--- config.mk ---
export PLATFORM = sky130hd
export DESIGN_NAME = image_streamer
export DESIGN_NICKNAME = d
export VERILOG_FILES = /design/src/rtl/image_streamer.sv
export SDC_FILE = /design/constraint.sdc
export NUM_CORES = 1
export LEC_CHECK = 0
export ABC_AREA = 1
export CORE_AREA = 8 8 357 359
export CTS_BUF_LIST = sky130_fd_sc_hd__clkbuf_16
export CTS_CLUSTER_SIZE = 24
export DETAILED_ROUTE_END_ITERATION = 16
export DIE_AREA = 0 0 365 367
export PLACE_DENSITY = 0.64
export SLEW_MARGIN = 20
export SYNTH_ARGS = -nofsm -noshare
export SYNTH_HDL_FRONTEND = slang
export SYNTH_SLANG_ARGS = --single-unit
--- constraint.sdc ---
create_clock -name clk -period 28.2 [get_ports clk]
set_input_delay 2.82 -clock clk [delete_from_list [all_inputs] [get_ports clk]]
set_output_delay 2.82 -clock clk [all_outputs]
set_load 0.02 [all_outputs]
--- src/rtl/image_streamer.sv ---
// Streams a captured image snapshot byte-by-byte over a valid/ready port,
// optionally followed by an XOR checksum byte, with abort and one-cycle done pulse.
module image_streamer #(
  parameter int unsigned IMG_BYTES   = 113,
  parameter bit          CHECKSUM_EN = 1'b1
) (
  input  logic         clk,
  input  logic         rst_n,
  input  logic [903:0] img_in,
  input  logic         start,
  input  logic         abort,
  output logic [7:0]   tx_data,
  output logic         tx_valid,
  input  logic         tx_ready,
  output logic         tx_last,
  output logic [6:0]   tx_index,
  output logic         busy,
  output logic         done
);

  localparam logic [6:0] LastIdx = 7'(IMG_BYTES - 1);
  localparam logic [6:0] CkIdx   = 7'(IMG_BYTES);

  typedef enum logic [1:0] {StIdle, StStream, StCksum, StDone} state_e;

  state_e       state_q, state_d;
  logic [903:0] snap_q;
  logic [7:0]   cksum_q, cksum_d;
  logic [7:0]   data_q, data_d;
  logic [6:0]   idx_q, idx_d;
  logic         valid_q, valid_d;
  logic         last_q, last_d;
  logic         busy_q, busy_d;
  logic         done_q, done_d;

  logic       capture;
  logic       fire;
  logic [6:0] idx_nx;
  logic [7:0] snap_byte;

  assign capture   = (state_q == StIdle) && start && !abort;
  assign fire      = valid_q && tx_ready;
  assign idx_nx    = idx_q + 7'd1;
  // Only consulted while idx_q < LastIdx, so the select stays inside the snapshot.
  assign snap_byte = snap_q[{idx_nx, 3'b000} +: 8];

  always_ff @(posedge clk or negedge rst_n) begin
    if (!rst_n) begin
      state_q <= StIdle;
      cksum_q <= '0;
      data_q  <= '0;
      idx_q   <= '0;
      valid_q <= 1'b0;
      last_q  <= 1'b0;
      busy_q  <= 1'b0;
      done_q  <= 1'b0;
    end else begin
      state_q <= state_d;
      cksum_q <= cksum_d;
      data_q  <= data_d;
      idx_q   <= idx_d;
      valid_q <= valid_d;
      last_q  <= last_d;
      busy_q  <= busy_d;
      done_q  <= done_d;
    end
  end

  // Snapshot needs no reset; it is always rewritten before use.
  always_ff @(posedge clk) begin
    if (capture) snap_q <= img_in;
  end

  always_comb begin
    state_d = state_q;
    case (state_q)
      StIdle:   if (capture) state_d = StStream;
      StStream: begin
        if (abort) state_d = StIdle;
        else if (fire && idx_q == LastIdx) state_d = CHECKSUM_EN ? StCksum : StDone;
      end
      StCksum:  begin
        if (abort) state_d = StIdle;
        else if (fire) state_d = StDone;
      end
      StDone:   state_d = StIdle;
      default:  state_d = StIdle;
    endcase
  end

  always_comb begin
    data_d  = data_q;
    idx_d   = idx_q;
    cksum_d = cksum_q;
    valid_d = valid_q;
    last_d  = last_q;
    busy_d  = busy_q;
    done_d  = 1'b0;
    case (state_q)
      StIdle: begin
        if (capture) begin
          data_d  = img_in[7:0];
          idx_d   = '0;
          cksum_d = '0;
          valid_d = 1'b1;
          last_d  = !CHECKSUM_EN && (LastIdx == 7'd0);
          busy_d  = 1'b1;
        end
      end
      StStream: begin
        if (abort) begin
          valid_d = 1'b0;
          last_d  = 1'b0;
          busy_d  = 1'b0;
        end else if (fire) begin
          cksum_d = cksum_q ^ data_q;
          if (idx_q == LastIdx) begin
            if (CHECKSUM_EN) begin
              data_d = cksum_q ^ data_q;
              idx_d  = CkIdx;
              last_d = 1'b1;
            end else begin
              valid_d = 1'b0;
              last_d  = 1'b0;
              busy_d  = 1'b0;
              done_d  = 1'b1;
            end
          end else begin
            data_d = snap_byte;
            idx_d  = idx_nx;
            last_d = !CHECKSUM_EN && (idx_nx == LastIdx);
          end
        end
      end
      StCksum: begin
        if (abort || fire) begin
          valid_d = 1'b0;
          last_d  = 1'b0;
          busy_d  = 1'b0;
          done_d  = !abort;
        end
      end
      StDone: begin
        valid_d = 1'b0;
        busy_d  = 1'b0;
      end
      default: begin
        valid_d = 1'b0;
        last_d  = 1'b0;
        busy_d  = 1'b0;
      end
    endcase
  end

  assign tx_data  = data_q;
  assign tx_valid = valid_q;
  assign tx_last  = last_q;
  assign tx_index = idx_q;
  assign busy     = busy_q;
  assign done     = done_q;

endmodule

Word-level counts from Yosys, hierarchy flattened
Cells that the tools add are included.
{"block": "totals", "ff_bits": 932, "input_bits": 909, "out_inout_bits": 19, "word_cells": 67}
{"block": "classes", "addsub": 1, "eq_ne": 12, "shifts": 1, "muxes": 31, "bitwise": 1, "n_reduce_logical": 13}
{"op": "904-bit by 11-bit indexed part select with 8-bit output", "n": 1}
{"op": "8-bit 2-to-1 mux", "n": 7}
{"op": "8-bit case mux with 2 select lines", "n": 2}
{"op": "7-bit 2-to-1 mux", "n": 4}
{"op": "7-bit case mux with 2 select lines", "n": 1}
{"op": "2-bit 2-to-1 mux", "n": 5}
{"op": "2-bit != test (second input constant)", "n": 5}
{"op": "1-bit 2-to-1 mux", "n": 9}
{"op": "3-bit != test (second input constant)", "n": 3}
{"op": "2-bit case mux with 4 select lines", "n": 1}
{"op": "4-bit AND reduction", "n": 2}
{"op": "8-bit XOR", "n": 1}
{"op": "7-bit by 1-bit adder with 7-bit output (second input constant)", "n": 1}
{"op": "7-bit == test (second input constant)", "n": 1}
{"op": "3-bit AND reduction", "n": 2}
{"op": "2-bit == test (second input constant)", "n": 2}
{"op": "1-bit logical AND", "n": 4}
{"op": "1-bit case mux with 4 select lines", "n": 1}
{"op": "1-bit case mux with 3 select lines", "n": 1}
{"op": "3-bit nonzero test", "n": 1}
{"op": "2-bit by 1-bit == test with 1-bit output (second input constant)", "n": 1}
{"op": "2-bit zero test", "n": 1}
{"op": "2-bit nonzero test", "n": 1}
{"op": "1-bit zero test", "n": 1}
{"op": "1-bit logical OR", "n": 1}

Depth between registers and ports, before layout
{"block": "logic_depth", "depth_word": 6, "ltp_mapped": 22}

Worst setup path before layout
No wires, ideal clock.
{"block": "synth_path", "kind": "input port to flip-flop", "start": "input abort", "end": "register idx_q[0], in the netlist tx_index[0]", "t_arrival_ps": 23690, "required_ps": 28042, "setup_slack_ps": 4352, "path_stages": 7, "path_cell_list": "clkbuf_1 > inv_1 > nand3_1 > inv_1 > nor2_1 > inv_1 > o21ai_0"}
{"block": "synth_between", "elab_chain_cells": 4, "elab_cells_between_ends": 5}
{"item": "from (decl)", "line_no": "11", "rtl": "input logic abort,"}
{"item": "1-bit zero test", "line_no": "41", "rtl": "assign capture = (state_q == StIdle) && start && !abort;"}
{"item": "1-bit logical AND", "line_no": "41"}
{"item": "via capture", "line_no": "36", "rtl": "logic capture;"}
{"item": "2-bit != test (no source line)"}
{"item": "4-bit AND reduction (no source line)"}
{"item": "to (signal assigned)", "line_no": "61", "rtl": "idx_q <= idx_d;"}
{"item": "to (decl)", "line_no": "30", "rtl": "logic [6:0] idx_q, idx_d;"}
The timed path passes the listed nets, and every way through them passes these cells.
A chain may end at the register's enable or synchronous reset.

Worst setup path after layout
{"block": "layout_path", "start": "input abort", "end": "register snap_q[826] (enable)"}
{"block": "layout_between", "elab_chain_cells": 2}
{"item": "1-bit zero test", "line_no": "41"}
{"item": "1-bit logical AND", "line_no": "41"}
{"item": "via capture", "line_no": "36"}
{"item": "to (signal assigned)", "line_no": "71", "rtl": "if (capture) snap_q <= img_in;"}
{"item": "to (decl)", "line_no": "27", "rtl": "logic [903:0] snap_q;"}
The timed path passes the listed nets, and every way through them passes these cells.

==> results.py <==
metrics = {
    "critical_path": {
        "rr_startpoint": "state_q[0]$_DFFE_PN0P_",
        "r2r_cells": 9,
        "critical_path_class": "input port to register",
        "rr_endpoint": "snap_q[826]$_DFFE_PP_",
        "r2r_setup_slack_ps": 21740,
        "cp.required_ps": 28480,
        "crit_path_start_kind": "input port",
        "crit_arrival_ps": 9020,
        "cp-end-kind": "register",
        "cp_max_fo": 122,
    },
    "sta": {
        "period_minus_slack_ps": 8740,
        "rsz0062_at_grt": "no",
        "fin_crit_sh_pct": 31.0,
        "finalMaxSlewViolations": 0,
        "finClkSkew_ps": 26.7,
        "relSlewSlack_pct": 24.0,
        "finalHoldViolations": 0,
        "tightest_slew_ps": 1130,
        "setup_viol": 0,
        "tns_ps": 0,
        "fmaxAchievable_mhz": 114,
        "fin_ws_ps": 19460,
    },
    "hold_path": {
        "min_delay_path_depth": 2,
        "hp-class": "register to register",
        "min_to": "cksum_q[4]$_DFFE_PN0P_",
        "min_from": "cksum_q[4]$_DFFE_PN0P_",
    },
    "finish": {
        "drive_gt1_share_pct": 5.30,
        "final_nets": 4995,
        "final_common_cell": "clkdlybuf4s50_1",
        "design_area_um2": 52400,
        "final_cell_mix": "clkdlybuf4s50_1 (927), edfxtp_1 (904), nand2_1 (437), nor2_1 (417), nand3_1 (403)",
        "syn_to_final_growth_pct": 37.0,
        "utilization_pct": 43.1,
    },
    "detailed_routing": {
        "antenna_left": 0,
        "drtPass1Iterations": 6,
        "routed_via_density": 4.90,
        "wl_per_cell_um": 25.7,
        "vias": 28600,
        "routed_wl_um": 150000,
        "drcViolationCount": 0,
        "drtIter0Drc": 2902,
    },
    "placed_design": {
        "dpl_cell_area_um2": 49100,
        "hpwlAfterDp_um": 110000,
        "port_buffers": 927,
        "gp_congestion": 0.906,
        "post-place-ws_ps": 18880,
    },
    "global_route": {
        "grt_pass1_wl_um": 205000,
        "grt_pass1_vias": 28600,
        "track_usage_pct": 21.3,
        "antenna_found_initial": 66,
        "grt_max_degree": 155,
        "grt_overflow": 0,
    },
    "die": {
        "die-area_um2": 134000,
        "die_h_um": 367,
        "io_pins": 928,
        "initial_utilization_pct": 31.5,
        "die_w_um": 365,
        "rows": 128,
        "core_um2": 121000,
    },
    "synthesis": {
        "syn_area_per_cell_um2": 11.9,
        "yosysTopAreaCellShare_pct": 71.0,
        "ys_seq_elements": 932,
        "synth_cell_types": 29,
        "post_synth_inst_count": 3212,
        "netlist.top_cell.by_area": "edfxtp_1",
        "synth_area_leaders": "edfxtp_1 (71%), nand3_1 (5.3%), nand2_1 (4.3%), nor2_1 (4.1%), o21ai_0 (4.0%)",
        "synth_warnings": 0,
        "syn_nets": 4123,
        "synth_seq_area_share_pct": 72.9,
        "syn-cell-area_um2": 38200,
    },
    "power_and_ir_drop": {
        "leakage_nw": 18.7,
        "powerDensity_nw_per_um2": 85.6,
        "p_total_mw": 4.48,
        "vdd_drop_max_mv": 0.0966,
    },
    "cts": {
        "cts_resized": 0,
        "cts_setup_buffers": 0,
        "cts_htree_levels": 3,
        "cts_tree": "done",
        "cts_buffer_depth": 3,
        "clk-insertion-delay-late_ps": 680,
        "cts_made_buffers": 99,
        "cts_root_buf": "clkbuf_16",
        "clkTransAtPathRegs_ps": 60,
        "hold_buffers": 0,
        "cts.sinks": 932,
    },
    "flow_run": {
        "cap_violations": 0,
    },
    "run_status": {
        "status": "complete, no violations",
    },
}
-- registers in the layout, summed over array words and instances (netlist names) --
signal	cells
snap_q	904
cksum_q	8
tx_data	8
tx_index	7
state_q	2
busy	1
done	1
tx_last	1
-- critical path, cell delays in order --
cell and delay, ps:
clkdlybuf4s50_1 620, inv_1 140, nand3_1 230, inv_8 630, buf_4 560, buf_16 340, buf_4 640, buf_4 830
buf_4 820, buf_4 920
-- final cells by class --
cell class	count	area, um^2
repair buffers	968	9620
fillers	11400	69000
well taps	1625	2030
clock inverters	84	697
multi-input cells	1831	8610
flip-flops and latches	932	27900
clock buffers	99	2480
diodes	42	105
inverters	252	970
-- metrics by stage --
step                instances  hold slack [ps]
floorplan                3212              473
global placement         5607              487
detailed placement       5608              498
CTS                      5791              513
global route             5824              553
finish                   5833              516
-- routing by layer --
layer | share of wire [%] | GRT usage, %
met4 | 3.5 | 8.67
met2 | 50 | 36.4
met5 | 0.14 | 0
met1 | 38 | 25.0
met3 | 8.8 | 6.13
-- worst max path at each step --
stage / endpoint / cells past startpoint / from
4_1_cts: snap_q[826]$_DFFE_PP_ / 10 / abort
5_1_grt: snap_q[826]$_DFFE_PP_ / 10 / abort
2_1_floorplan: tx_index[0]$_DFFE_PN0P_ / 7 / abort
3_3_place_gp: snap_q[306]$_DFFE_PP_ / 9 / abort
6_report: snap_q[826]$_DFFE_PP_ / 10 / abort
3_5_place_dp: snap_q[306]$_DFFE_PP_ / 10 / abort
-- synthesized netlist by cell type --
cell,number
dfrtp_1,28
nor2_2,1
nand3b_1,7
ha_1,2
or2_2,21
buf_4,15
o22ai_1,13
xor2_1,4
xnor2_1,8
nand3_2,1
a31oi_1,1
a22o_1,1
buf_1,22
buf_6,1
a21oi_1,93
buf_2,86
clkbuf_1,73
inv_2,3
nor3_2,1
nand2_1,437
nor3_1,14
edfxtp_1,904
nand3_1,403
inv_1,248
xor2_2,3
o211ai_1,99
o21ai_0,304
clkinv_1,1
nor2_1,418
-- logic make-up after synthesis --
kind of cell               Yosys count  share of synthesized area (%)
AOI/OAI and AO/OA                  511                           7.40
xor gates and xnor gates            15                          0.403
adders and majority gates            2                         0.0655
buffers and inverters              449                           4.86
DFF                                932                           72.9
and+or+nand+nor                   1303                           14.4
-- power breakdown --
part	internal (mW)	switching (mW)	total (mW)
clock network	0.717	0.568	1.28
logic	0.441	0.940	1.38
registers	1.75	0.0650	1.82
total	2.91	1.57	4.48
(Power assumes the default switching activity.)
